`src/rtl/cachepool_l1_coalescer.sv`:
```
// cachepool_l1_coalescer: merges consecutive same-line core word requests into one L1 line request
// carrying per-slot word index and ID so responses can be split downstream.
module cachepool_l1_coalescer #(
    parameter int AddrWidth     = 32,
    parameter int DataWidth     = 32,
    parameter int LineWidth     = 128,
    parameter int CoalFactor    = 2,
    parameter int IdWidth       = 6,
    parameter int TimeoutCycles = 4
) (
    input  logic                              clk_i,
    input  logic                              rst_ni,
    input  logic                              req_valid_i,
    output logic                              req_ready_o,
    input  logic [AddrWidth-1:0]              req_addr_i,
    input  logic                              req_write_i,
    input  logic [DataWidth-1:0]              req_data_i,
    input  logic [DataWidth/8-1:0]            req_strb_i,
    input  logic [IdWidth-1:0]                req_id_i,
    output logic                              line_valid_o,
    input  logic                              line_ready_i,
    output logic [AddrWidth-1:0]              line_addr_o,
    output logic                              line_write_o,
    output logic [LineWidth-1:0]              line_data_o,
    output logic [LineWidth/8-1:0]            line_strb_o,
    output logic [$clog2(CoalFactor+1)-1:0]   line_cnt_o,
    output logic [CoalFactor*$clog2(LineWidth/DataWidth)-1:0] line_word_o,
    output logic [CoalFactor*IdWidth-1:0]     line_id_o
);
    localparam int NumWords = LineWidth / DataWidth;
    localparam int WIdx     = $clog2(NumWords);
    localparam int LOff     = $clog2(LineWidth / 8);
    localparam int BW       = DataWidth / 8;
    localparam int CW       = $clog2(CoalFactor + 1);
    localparam int TW       = $clog2(TimeoutCycles + 1);
    localparam int TagW     = AddrWidth - LOff;

    typedef enum logic [1:0] {IDLE, COLLECT, ISSUE} state_t;

    state_t                        r_state;
    logic [TagW-1:0]               r_tag;
    logic                          r_write;
    logic [LineWidth-1:0]          r_data;
    logic [LineWidth/8-1:0]        r_strb;
    logic [CW-1:0]                 r_cnt;
    logic [CoalFactor*WIdx-1:0]    r_word;
    logic [CoalFactor*IdWidth-1:0] r_id;
    logic [TW-1:0]                 r_timer;

    logic [WIdx-1:0] w_widx;
    logic [TagW-1:0] w_tag;
    logic [BW-1:0]   w_lane_strb;
    logic            w_match;
    logic            w_unused;

    assign w_widx      = req_addr_i[LOff-1:2];
    assign w_tag       = req_addr_i[AddrWidth-1:LOff];
    assign w_unused    = ^req_addr_i[1:0];
    assign w_lane_strb = r_strb[w_widx*BW +: BW];
    // Writes may only merge into bytes of the lane not already claimed.
    assign w_match     = (w_tag == r_tag) && (req_write_i == r_write) &&
                         (!req_write_i || (req_strb_i & w_lane_strb) == '0);
    assign req_ready_o = (r_state == IDLE) || (r_state == COLLECT && req_valid_i && w_match);

    assign line_valid_o = (r_state == ISSUE);
    assign line_addr_o  = {r_tag, {LOff{1'b0}}};
    assign line_write_o = r_write;
    assign line_data_o  = r_data;
    assign line_strb_o  = r_strb;
    assign line_cnt_o   = r_cnt;
    assign line_word_o  = r_word;
    assign line_id_o    = r_id;

    always_ff @(posedge clk_i or negedge rst_ni) begin
        if (!rst_ni) begin
            r_state <= IDLE;
            r_tag   <= '0;
            r_write <= 1'b0;
            r_data  <= '0;
            r_strb  <= '0;
            r_cnt   <= '0;
            r_word  <= '0;
            r_id    <= '0;
            r_timer <= '0;
        end else begin
            case (r_state)
                IDLE: if (req_valid_i) begin
                    r_tag   <= w_tag;
                    r_write <= req_write_i;
                    r_data  <= '0;
                    r_data[w_widx*DataWidth +: DataWidth] <= req_data_i;
                    r_strb  <= '0;
                    r_strb[w_widx*BW +: BW] <= req_strb_i;
                    r_word  <= '0;
                    r_word[WIdx-1:0] <= w_widx;
                    r_id    <= '0;
                    r_id[IdWidth-1:0] <= req_id_i;
                    r_cnt   <= CW'(1);
                    r_timer <= '0;
                    r_state <= (CoalFactor == 1) ? ISSUE : COLLECT;
                end
                COLLECT: if (req_ready_o) begin
                    for (int b = 0; b < BW; b++)
                        if (req_strb_i[b])
                            r_data[w_widx*DataWidth + b*8 +: 8] <= req_data_i[b*8 +: 8];
                    r_strb[w_widx*BW +: BW] <= w_lane_strb | req_strb_i;
                    for (int k = 0; k < CoalFactor; k++)
                        if (CW'(k) == r_cnt) begin
                            r_word[k*WIdx +: WIdx]       <= w_widx;
                            r_id[k*IdWidth +: IdWidth]   <= req_id_i;
                        end
                    r_cnt   <= r_cnt + CW'(1);
                    r_timer <= '0;
                    if (r_cnt == CW'(CoalFactor - 1))
                        r_state <= ISSUE;
                end else begin
                    // Without an accept, a pending valid request is a mismatch.
                    r_timer <= r_timer + TW'(1);
                    if (req_valid_i || r_timer == TW'(TimeoutCycles - 1))
                        r_state <= ISSUE;
                end
                ISSUE: if (line_ready_i) r_state <= IDLE;
                default: r_state <= IDLE;
            endcase
        end
    end
endmodule

```
`config.mk`:
```
export PLATFORM = sky130hd
export DESIGN_NAME = cachepool_l1_coalescer
export DESIGN_NICKNAME = d
export VERILOG_FILES = /design/src/rtl/cachepool_l1_coalescer.sv
export SDC_FILE = /design/constraint.sdc
export NUM_CORES = 1
export LEC_CHECK = 0
export CAP_MARGIN = 10
export CORE_MARGIN = 2
export CORE_UTILIZATION = 47
export DETAILED_ROUTE_END_ITERATION = 8
export GPL_TIMING_DRIVEN = 0
export PLACE_DENSITY = 0.88
export SYNTH_ARGS = -nofsm -noshare
export SYNTH_HDL_FRONTEND = slang
export SYNTH_SLANG_ARGS = --single-unit
```
`constraint.sdc`:
```
create_clock -name clk_i -period 2.9 [get_ports clk_i]
set_input_delay 0.725 -clock clk_i [delete_from_list [all_inputs] [get_ports clk_i]]
set_output_delay 0.725 -clock clk_i [all_outputs]
set_load 0.01 [all_outputs]
```
==> run summary, run 1 <==
Status -> finished with violations
Failing checks -> setup timing
Slew HR -> 41.8%
Worst Setup Start Kind -> primary input
Reg-to-Reg Start -> r_tag[12]
IO Count -> 276
Core Rows -> 49
Min cycle time layout -> 2.92 ns
Setup CP Type -> in2out
Final Core Density -> 70.5%
First-pass GRT wire length -> 40,500 um
Largest fanout on the critical path -> 2
Worst setup path endpoint -> req_ready_o
DP Area -> 11,500 um2
Critical Path RT -> 2.17 ns
Top cells by area, synth -> dfrtp_1 57%, a22o_1 11%, nand2_1 6.9%, xnor2_1 3.0%, nand4_1 2.2%
Fillers -> 1,295
Max Slew Vio Count -> 0
Antenna viol nets, final -> 0
Cell Count, Final, Fillers Out -> 1,283
Largest net degree at the start of global routing -> 106
Register area -> 4900 um2
DRC -> 0
FMAX -> 0.342 GHz
Final wirelength -> 26,200 um
Placed Instances -> 1,243
Initial DRC count -> 441
Routed vias -> 7,213
Post-synthesis register bit count -> 196
Reg2reg path depth -> 8
Area of the multi-input gates -> 3660 um2
Hold Path Class -> in2async
Die Footprint -> 19,300 um2
Mapped cell area -> 8560 um2
Share of cells above drive strength 1 -> 13.3%
Most frequent cell after synthesis -> dfrtp_1
Pwr/cell area -> 801 nW/um2
HPWL Detailed -> 18,700 um
Yosys top cell by area -> dfrtp_1
First-pass iteration count of the detailed router -> 5
Root Buffer Master -> clkbuf_16
Clk slew on worst S/H paths -> 0.07 ns
Die width -> 139 um
Slew @ Worst Pin -> 0.867 ns
Post-Route Setup TNS -> -0.0224 ns
CP arrival -> 2.20 ns
Post-synth EDFFs -> 0
Post-synthesis cell type count -> 50
Vias per cell -> 5.62
Antenna violations before repair -> 0
Synthesis-to-layout area growth -> 47.4%
Clock sink count -> 196
Tcrit/Tclk final -> 101%
Post-Syn Instances -> 745
Reg2reg end -> line_strb_o[1]
Starting Density -> 47.8%
Crit end category -> output pin
Worst reg2reg setup slack -> 0.19 ns
Synth Flop Type -> dfrtp_1
Worst Skew -> 0.0116 ns
Peak supply drop -> 0.565 mV
Clock H-tree levels -> 4
Syn avg cell area -> 11.5 um2
Area of the core -> 17,900 um2
Grt total ovfl -> 0
PortBufs -> 265
Lkg Pwr -> 0.00615 uW
# setup viols final -> 1
RSZ-0062 raised after global routing -> true
Setup crit start -> req_addr_i[13]
CTS tree -> done
Max clock buf depth -> 2
Die H -> 139 um
Share of the synthesized area in the top cell type -> 57.3%
Synthesis Warnings -> 0
Avg WL per Cell -> 20.4 um
Most frequent cells after synthesis -> 196 x dfrtp_1, 158 x nand2_1, 104 x a22o_1
Placer congestion estimate -> 0.939
Max Cap Viol -> 0
Hold Fails Final Rpt -> 0
Final setup margin -> -0.0224 ns
Pre-CTS WS -> -1.43 ns
GRT Util Overall -> 26.6%
Register area share after synthesis -> 57.3%
Vias in the first global route -> 7,185
ANT cells -> 0
Clock Latency Late Sink -> 0.43 ns
CTS buffer count -> 17
Final #Nets -> 1,128
Final Cell Area -> 12,600 um2
Post-synthesis async set-or-reset flop share -> 100%
registers in the layout (all words and copies together), names as in the netlist:
signal and count:
line_data_o 128, r_tag 28, line_id_o 12, r_state 2
line_word_o 4, line_strb_o 16, r_timer 3, line_write_o 1
line_cnt_o 2
placed cells by master, fill, tap and decap left out, types with 4 or more instances in the layout:
cell             count
xnor2_2             26
a21bo_1             16
mux2_1               5
buf_4               14
and2_1               4
buf_12               5
clkbuf_16           17
mux2i_1             16
nand2_4              7
clkinvlp_4           4
o2bb2ai_1            4
buf_2                7
ha_1                 8
and3_1               9
conb_1               4
o21ai_0              6
clkdlybuf4s50_1    235
a22o_1             104
nor2b_1              6
nand3_1              9
nor2_1              17
nand2_1            152
a21oi_1              7
mux2_2              15
nand4_1             30
dfrtp_1            196
inv_1               21
clkbuf_1            17
mux4_2               4
dlymetal6s2s_1      25
nand2_2              8
buf_6                4
power by group:
group / switching, uW / internal, uW / total [uW]
Combinational: 2000 / 1880 / 3880
Sequential: 509 / 3270 / 3780
Clock: 1080 / 1370 / 2440
Total: 3590 / 6520 / 10100
how the worst min path moves through the flow:
stage,end,cells after the start,from,slack [ns]
6_report,line_data_o[106],1,rst_ni,0.28
5_1_grt,line_data_o[45],1,rst_ni,0.32
4_1_cts,line_data_o[106],1,rst_ni,0.32
3_5_place_dp,line_data_o[103],1,line_data_o[103],0.47
3_3_place_gp,line_data_o[97],1,line_data_o[97],0.46
2_1_floorplan,line_cnt_o[0],0,rst_ni,0.43
area by class of cell:
type / instances / share of cell area (%)
sequential: 196 / 38.9
multi-input combinational: 492 / 29.0
timing repair buffer: 279 / 22.9
clock buffer: 18 / 3.40
tap: 229 / 2.27
buffer: 34 / 1.61
clock inverter: 14 / 1.37
inverter: 21 / 0.625
per-layer routing:
| metal | vias to the layer above | track usage [%] | wire length (um) |
|---|---|---|---|
| met4 | 0 | 11.4 | 861 |
| li1 | 3235 | - | - |
| met2 | 347 | 44.2 | 12800 |
| met1 | 3566 | 33.1 | 10500 |
| met3 | 65 | 7.04 | 1950 |
| met5 | - | 0 | 0 |
worst max-delay path, cell delays in order:
cell and delay, ns:
clkdlybuf4s50_1 0.53, xnor2_2 0.14, nand4_1 0.14, nor4_2 0.23, nand3b_1 0.16, o21ai_1 0.11, buf_2 0.17
logic make-up after synthesis:
logic type / Yosys count / share of synthesized area (%)
buffers and inverters: 60 / 3.22
AOI/OAI and AO/OA: 153 / 15.3
xor gates and xnor gates: 29 / 2.97
adders and majority gates: 8 / 1.17
other: 1 / 0.0438
muxes: 40 / 5.55
and+or+nand+nor: 258 / 14.5
DFF: 196 / 57.3
stage by stage:
stage | hold slack [ns] | power (uW)
after floorplan | 0.429 | 5500
after global placement | 0.462 | 7260
after detailed placement | 0.465 | 7370
after CTS | 0.316 | 9970
after global routing | 0.324 | 10600
final | 0.277 | 10100
what timing repair did:
item                       4_1_cts  5_1_grt
setup buffers                    7        6
resized for setup               53       46
setup endpoints to repair      164      149
pin swaps                        6       18
hold buffers                     0        0
Power figures use the tool's default switching activity.
==> inputs of run 2 (changes only) <==
==> constraint.sdc (replaced) <==
create_clock -name clk_i -period 2.9 [get_ports clk_i]
set_input_delay 0.58 -clock clk_i [delete_from_list [all_inputs] [get_ports clk_i]]
set_output_delay 0.58 -clock clk_i [all_outputs]
set_load 0.01 [all_outputs]
==> run summary, run 2 (synthesis gave the netlist of run 1 again) <==
Status -> completed (was finished with violations)
Peak supply drop -> 0.526 mV (was 0.565 mV)
Switch share -> 35.1% (was 35.5%)
Clock share of power -> 24.6% (was 24.2%)
Hold Path Class -> in2async (unchanged)
Commonest non-fill, non-tap cell in the layout -> clkdlybuf4s50_1 (unchanged)
Root Buffer Master -> clkbuf_16 (unchanged)
Setup crit start -> req_addr_i[21] (was req_addr_i[13])
Antenna violations before repair -> 0 (unchanged)
Worst path depth -> 9 (was 7)
Critical Path Slowest Stage Cell -> or4_4 (was clkdlybuf4s50_1)
Gate power share -> 37.7% (was 38.4%)
Worst Skew -> 0.0152 ns (was 0.0116 ns)
Delay-heaviest family, CP -> buffers and inverters (unchanged)
Antenna viol nets, final -> 0 (unchanged)
Routed vias -> 7,137 (was 7,213)
Reg2reg path depth -> 8 (unchanged)
Crit end category -> register (was output pin)
IO Count -> 276 (unchanged)
First-pass iteration count of the detailed router -> 5 (unchanged)
Lkg Pwr -> 0.00580 uW (was 0.00615 uW)
Die Footprint -> 19,300 um2 (unchanged)
Post-Route Setup TNS -> 0 ns (was -0.0224 ns)
Die H -> 139 um (unchanged)
HPWL Detailed -> 18,700 um (unchanged)
Synthesis-to-layout area growth -> 44.2% (was 47.4%)
Hold Fails Final Rpt -> 0 (unchanged)
Placer congestion estimate -> 0.939 (unchanged)
Bufs and invs on worst path -> 3 (was 2)
Clock sink count -> 196 (unchanged)
Hold slack -> 0.135 ns (was 0.277 ns)
Area of the multi-input gates -> 3500 um2 (was 3660 um2)
# setup viols final -> 0 (was 1)
Die width -> 139 um (unchanged)
Vias in the first global route -> 7,112 (was 7,185)
Number of flip-flops in the largest register -> 128 (unchanged)
Avg WL per Cell -> 19.9 um (was 20.4 um)
Largest fanout on the critical path -> 10 (was 2)
Slew HR -> 41.3% (was 41.8%)
Int Pwr -> 6430 uW (was 6520 uW)
Fillers -> 1,347 (was 1,295)
Initial DRC count -> 495 (was 441)
DP Area -> 11,500 um2 (unchanged)
Clock H-tree levels -> 4 (unchanged)
Min cycle time layout -> 2.90 ns (was 2.92 ns)
P_sw -> 3480 uW (was 3590 uW)
Final wirelength -> 25,500 um (was 26,200 um)
FMAX -> 0.345 GHz (was 0.342 GHz)
Flop pwr share -> 37.7% (was 37.4%)
Share of cells above drive strength 1 -> 10.8% (was 13.3%)
Max Slew Vio Count -> 0 (unchanged)
Largest net degree at the start of global routing -> 106 (unchanged)
Tcrit/Tclk final -> 99.9% (was 101%)
Worst-path cell chain -> clkdlybuf4s50_1 > xnor2_2 > nand4_1 > or4_4 > o31ai_4 > buf_4 > buf_6 > o21a_1 > mux2_2 (was clkdlybuf4s50_1 > xnor2_2 > nand4_1 > nor4_2 > nand3b_1 > o21ai_1 > buf_2)
CTS tree -> done (unchanged)
PortBufs -> 265 (unchanged)
ANT cells -> 0 (unchanged)
Critical Path Max Stage Delay -> 0.60 ns (was 0.53 ns)
Core Rows -> 49 (unchanged)
Final #Nets -> 1,125 (was 1,128)
Critical Path RT -> 3.21 ns (was 2.17 ns)
Worst reg2reg setup slack -> 0.17 ns (was 0.19 ns)
Max clock buf depth -> 2 (unchanged)
Pwr/cell area -> 803 nW/um2 (was 801 nW/um2)
First-pass GRT wire length -> 40,000 um (was 40,500 um)
Clk slew on worst S/H paths -> 0.07 ns (about the same)
Vias per cell -> 5.58 (was 5.62)
Setup CP Type -> in2reg (was in2out)
Grt total ovfl -> 0 (unchanged)
DRC -> 0 (unchanged)
RSZ-0062 raised after global routing -> true (unchanged)
Max Cap Viol -> 0 (unchanged)
Clock Latency Late Sink -> 0.43 ns (about the same)
Worst Setup Start Kind -> primary input (unchanged)
Area of the core -> 17,900 um2 (unchanged)
Final setup margin -> 0.00207 ns (was -0.0224 ns)
Pre-CTS WS -> -1.14 ns (was -1.43 ns)
CP arrival -> 3.21 ns (was 2.20 ns)
GRT Util Overall -> 26.3% (was 26.6%)
Final Cell Area -> 12,300 um2 (was 12,600 um2)
CTS buffer count -> 17 (unchanged)
Register area -> 4900 um2 (unchanged)
Slew @ Worst Pin -> 0.874 ns (was 0.867 ns)
Reg-to-Reg Start -> r_state[1] (was r_tag[12])
Starting Density -> 47.8% (unchanged)
Most frequent cells in the layout -> 261 x clkdlybuf4s50_1, 196 x dfrtp_1, 153 x nand2_1 (was 235 x clkdlybuf4s50_1, 196 x dfrtp_1, 152 x nand2_1)
[run 2: cell types whose count changed in the layout (fill, tap and decap cells not counted), moves of 2 or more]
cell,delta
o21a_4,-2
clkdlybuf4s50_1,+26
dlymetal6s2s_1,-25
xnor2_1,+17
buf_12,-2
buf_6,-2
buf_4,-4
clkbuf_1,+2
xnor2_2,-17
[run 2: timing repair]
| item | 4_1_cts | 5_1_grt |
|---|---|---|
| resized for setup | 21 | 22 |
| setup endpoints to repair | 164 | 151 |
| pin swaps | 4 | 4 |
| setup buffers | 3 | 4 |
| cloned | 0 | 1 |
| hold buffers | 0 | 0 |
[run 2: power groups by stage]
stage / Sequential, uW / Combinational, uW / Clock (uW)
2_1_floorplan: 3910 / 1590 / 0
3_3_place_gp: 3730 / 3530 / 0
3_5_place_dp: 3750 / 3620 / 0
4_1_cts: 3720 / 3660 / 2470
5_1_grt: 3800 / 4030 / 2590
6_report: 3740 / 3740 / 2440
[run 2: metrics by stage]
stage          util (%)  std cells  total power, uW
2_1_floorplan         -        748             5500
3_3_place_gp       64.3       1242             7260
3_5_place_dp       64.5       1243             7370
4_1_cts            68.3       1278             9840
5_1_grt            69.0       1280            10400
6_report           69.0       1280             9910
[run 2: worst paths after layout]
path                                    to
setup / recovery            line_strb_o[8]
hold / removal             line_data_o[45]
setup reg to reg            line_strb_o[8]
hold reg to reg            line_data_o[65]
max in group asynchronous       r_state[0]
min in group clk_i         line_data_o[65]
[run 2: metal layers]
metal  vias up  GRT usage [%]  share of wire [%]
li1       3233              -                  -
met1      3535           33.1                 41
met2       316           43.4                 49
met3        53           7.56                7.4
met4         0           9.84                3.0
met5         -              0                  0
[run 2: area by class of cell]
| class | count | share of cell area (%) |
|---|---|---|
| multi-input cells | 492 | 28.4 |
| repair buffers | 274 | 22.4 |
| clock buffers | 18 | 3.48 |
| flip-flops and latches | 196 | 39.7 |
| plain buffers | 36 | 1.62 |
| inverters | 21 | 0.639 |
| well taps | 229 | 2.32 |
| clock inverters | 14 | 1.40 |
[run 2: worst reg2reg max path: cells and delay by family (launching register included)]
family,cells,cell delay [ns]
AO/OA/AOI/OAI,2,0.45
AND/OR/NAND/NOR,3,1.03
multiplexers,1,0.36
buffers and inverters,2,0.34
flip-flops,1,0.44
==> inputs of run 3 (changes only) <==
- CAP_MARGIN: 10 -> 20
- CELL_PAD_IN_SITES_DETAIL_PLACEMENT: not set -> 0
- CELL_PAD_IN_SITES_GLOBAL_PLACEMENT: not set -> 1
- CORE_UTILIZATION: 47 -> 36
==> run summary, run 3 (synthesis gave the netlist of run 1 again) <==
Synthesis-to-layout area growth -> 45.4% (was 44.2%)
Gate power share -> 38.0% (was 37.7%)
P_sw -> 3620 uW (was 3480 uW)
FMAX -> 0.351 GHz (was 0.345 GHz)
Starting Density -> 36.6% (was 47.8%)
Commonest non-fill, non-tap cell in the layout -> clkdlybuf4s50_1 (unchanged)
Die Footprint -> 25,000 um2 (was 19,300 um2)
Most frequent cells in the layout -> 260 x clkdlybuf4s50_1, 196 x dfrtp_1, 155 x nand2_1 (was 261 x clkdlybuf4s50_1, 196 x dfrtp_1, 153 x nand2_1)
Hold Fails Final Rpt -> 0 (unchanged)
Grt total ovfl -> 0 (unchanged)
Hold Path Class -> in2async (unchanged)
Max Slew Vio Count -> 0 (unchanged)
Final wirelength -> 26,600 um (was 25,500 um)
IO Count -> 276 (unchanged)
RSZ-0062 raised after global routing -> true (unchanged)
Die width -> 158 um (was 139 um)
HPWL Detailed -> 19,400 um (was 18,700 um)
Peak supply drop -> 0.447 mV (was 0.526 mV)
Antenna violations before repair -> 0 (unchanged)
Switch share -> 36.7% (was 35.1%)
Crit end category -> register (unchanged)
Clk slew on worst S/H paths -> 0.08 ns (was 0.07 ns)
Core Rows -> 56 (was 49)
Initial DRC count -> 321 (was 495)
Setup CP Type -> in2reg (unchanged)
Final Cell Area -> 12,400 um2 (was 12,300 um2)
# setup viols final -> 0 (unchanged)
Hold slack -> 0.152 ns (was 0.135 ns)
CP arrival -> 3.16 ns (was 3.21 ns)
Routed vias -> 6,969 (was 7,137)
Pre-CTS WS -> -1.23 ns (was -1.14 ns)
PortBufs -> 265 (unchanged)
CTS tree -> done (unchanged)
Tcrit/Tclk final -> 98.1% (was 99.9%)
Vias in the first global route -> 7,127 (was 7,112)
Avg WL per Cell -> 19.4 um (was 19.9 um)
Clock sink count -> 196 (unchanged)
ANT cells -> 0 (unchanged)
Slew HR -> 29.9% (was 41.3%)
Hold Buf Count CTS -> 0 (unchanged)
Clock share of power -> 24.3% (was 24.6%)
DRC -> 0 (unchanged)
Vias per cell -> 5.08 (was 5.58)
Root Buffer Master -> clkbuf_16 (unchanged)
Final #Nets -> 1,127 (was 1,125)
Lkg Pwr -> 0.00582 uW (was 0.00580 uW)
Area of the core -> 23,400 um2 (was 17,900 um2)
Placer congestion estimate -> 0.862 (was 0.939)
DP Area -> 11,700 um2 (was 11,500 um2)
Status -> completed (unchanged)
Clock H-tree levels -> 4 (unchanged)
Flop pwr share -> 37.7% (about the same)
GRT Util Overall -> 21.4% (was 26.3%)
Final setup margin -> 0.0548 ns (was 0.00207 ns)
Worst Setup Start Kind -> primary input (unchanged)
Share of cells above drive strength 1 -> 10.8% (about the same)
Min cycle time layout -> 2.85 ns (was 2.90 ns)
First-pass GRT wire length -> 40,900 um (was 40,000 um)
Max clock buf depth -> 2 (unchanged)
Largest fanout on the critical path -> 8 (was 10)
Power, Total -> 9860 uW (was 9910 uW)
Slew @ Worst Pin -> 1.04 ns (was 0.874 ns)
Worst Skew -> 0.0133 ns (was 0.0152 ns)
Critical Path RT -> 3.22 ns (was 3.21 ns)
CTS buffer count -> 17 (unchanged)
Clock Latency Late Sink -> 0.43 ns (about the same)
First-pass iteration count of the detailed router -> 5 (unchanged)
Pwr/cell area -> 792 nW/um2 (was 803 nW/um2)
Largest net degree at the start of global routing -> 105 (was 106)
Antenna viol nets, final -> 0 (unchanged)
Int Pwr -> 6240 uW (was 6430 uW)
Number of flip-flops in the largest register -> 128 (unchanged)
Die H -> 158 um (was 139 um)
Max Cap Viol -> 0 (unchanged)
## run 3: changes by cell type in the layout (fill, tap and decap cells not counted), sizes merged
cell	change
clkbuf	-3
bufinv	-3
clkinv	+3
buf	+4
clkdlybuf4s50	-1
dlymetal6s2s	+1
inv	+5
clkinvlp	-4
## run 3: repair_timing
action | CTS | global route
buffers inserted | 5 | 5
gates resized for setup | 24 | 16
pin swaps | 3 | 4
setup endpoints to repair | 164 | 153
gates cloned | 0 | 1
## run 3: power groups by stage
stage / logic, uW / registers (uW) / clock network (uW)
2_1_floorplan: 1590 / 3910 / 0
3_3_place_gp: 3600 / 3740 / 0
3_5_place_dp: 3640 / 3750 / 0
4_1_cts: 3720 / 3710 / 2450
5_1_grt: 4080 / 3790 / 2550
6_report: 3740 / 3720 / 2400
## run 3: worst paths after layout
kind,startpoint,to,slack [ns],cells after the start
max,req_addr_i[23],line_id_o[0],0.05,8
min,rst_ni,line_data_o[116],0.15,1
max in group asynchronous,rst_ni,line_data_o[97],1.79,2
max reg2reg,line_strb_o[14],line_data_o[124],0.17,10
min in group clk_i,line_data_o[67],line_data_o[67],0.48,1
min reg2reg,line_data_o[67],line_data_o[67],0.48,1
## run 3: critical path: stages
cell and delay, ns:
clkdlybuf4s50_1 0.47, xnor2_2 0.26, nand4_1 0.12, or4_4 0.58, nor3_2 0.37, a21o_1 0.17
buf_2 0.25, mux2_2 0.36
## run 3: layout make-up
cell class | count | area (um2)
Fill cell | 2123 | 11000
Sequential cell | 196 | 4900
Multi-Input combinational cell | 492 | 3480
Timing Repair Buffer | 277 | 2780
Clock buffer | 17 | 425
Tap cell | 319 | 399
Buffer | 35 | 201
Clock inverter | 15 | 174
Inverter | 21 | 78.8
## run 3: through the flow
stage / setup TNS [ns] / cells / util [%]
detailed placement: -163.48 / 1333 / 49.8
global placement: -1501.78 / 1332 / 49.7
finish: 0 / 1372 / 53.2
global route: -0.0322 / 1372 / 53.2
floorplan: 0 / 748 / -
CTS: -0.113 / 1367 / 52.8
## run 3: metal layers
metal	track usage, %	wire length [um]	up-vias
met4	5.66	334	0
met3	6.32	2160	24
met1	27.7	11400	3431
met2	35.2	12700	272
li1	-	-	3242
met5	0	0	-
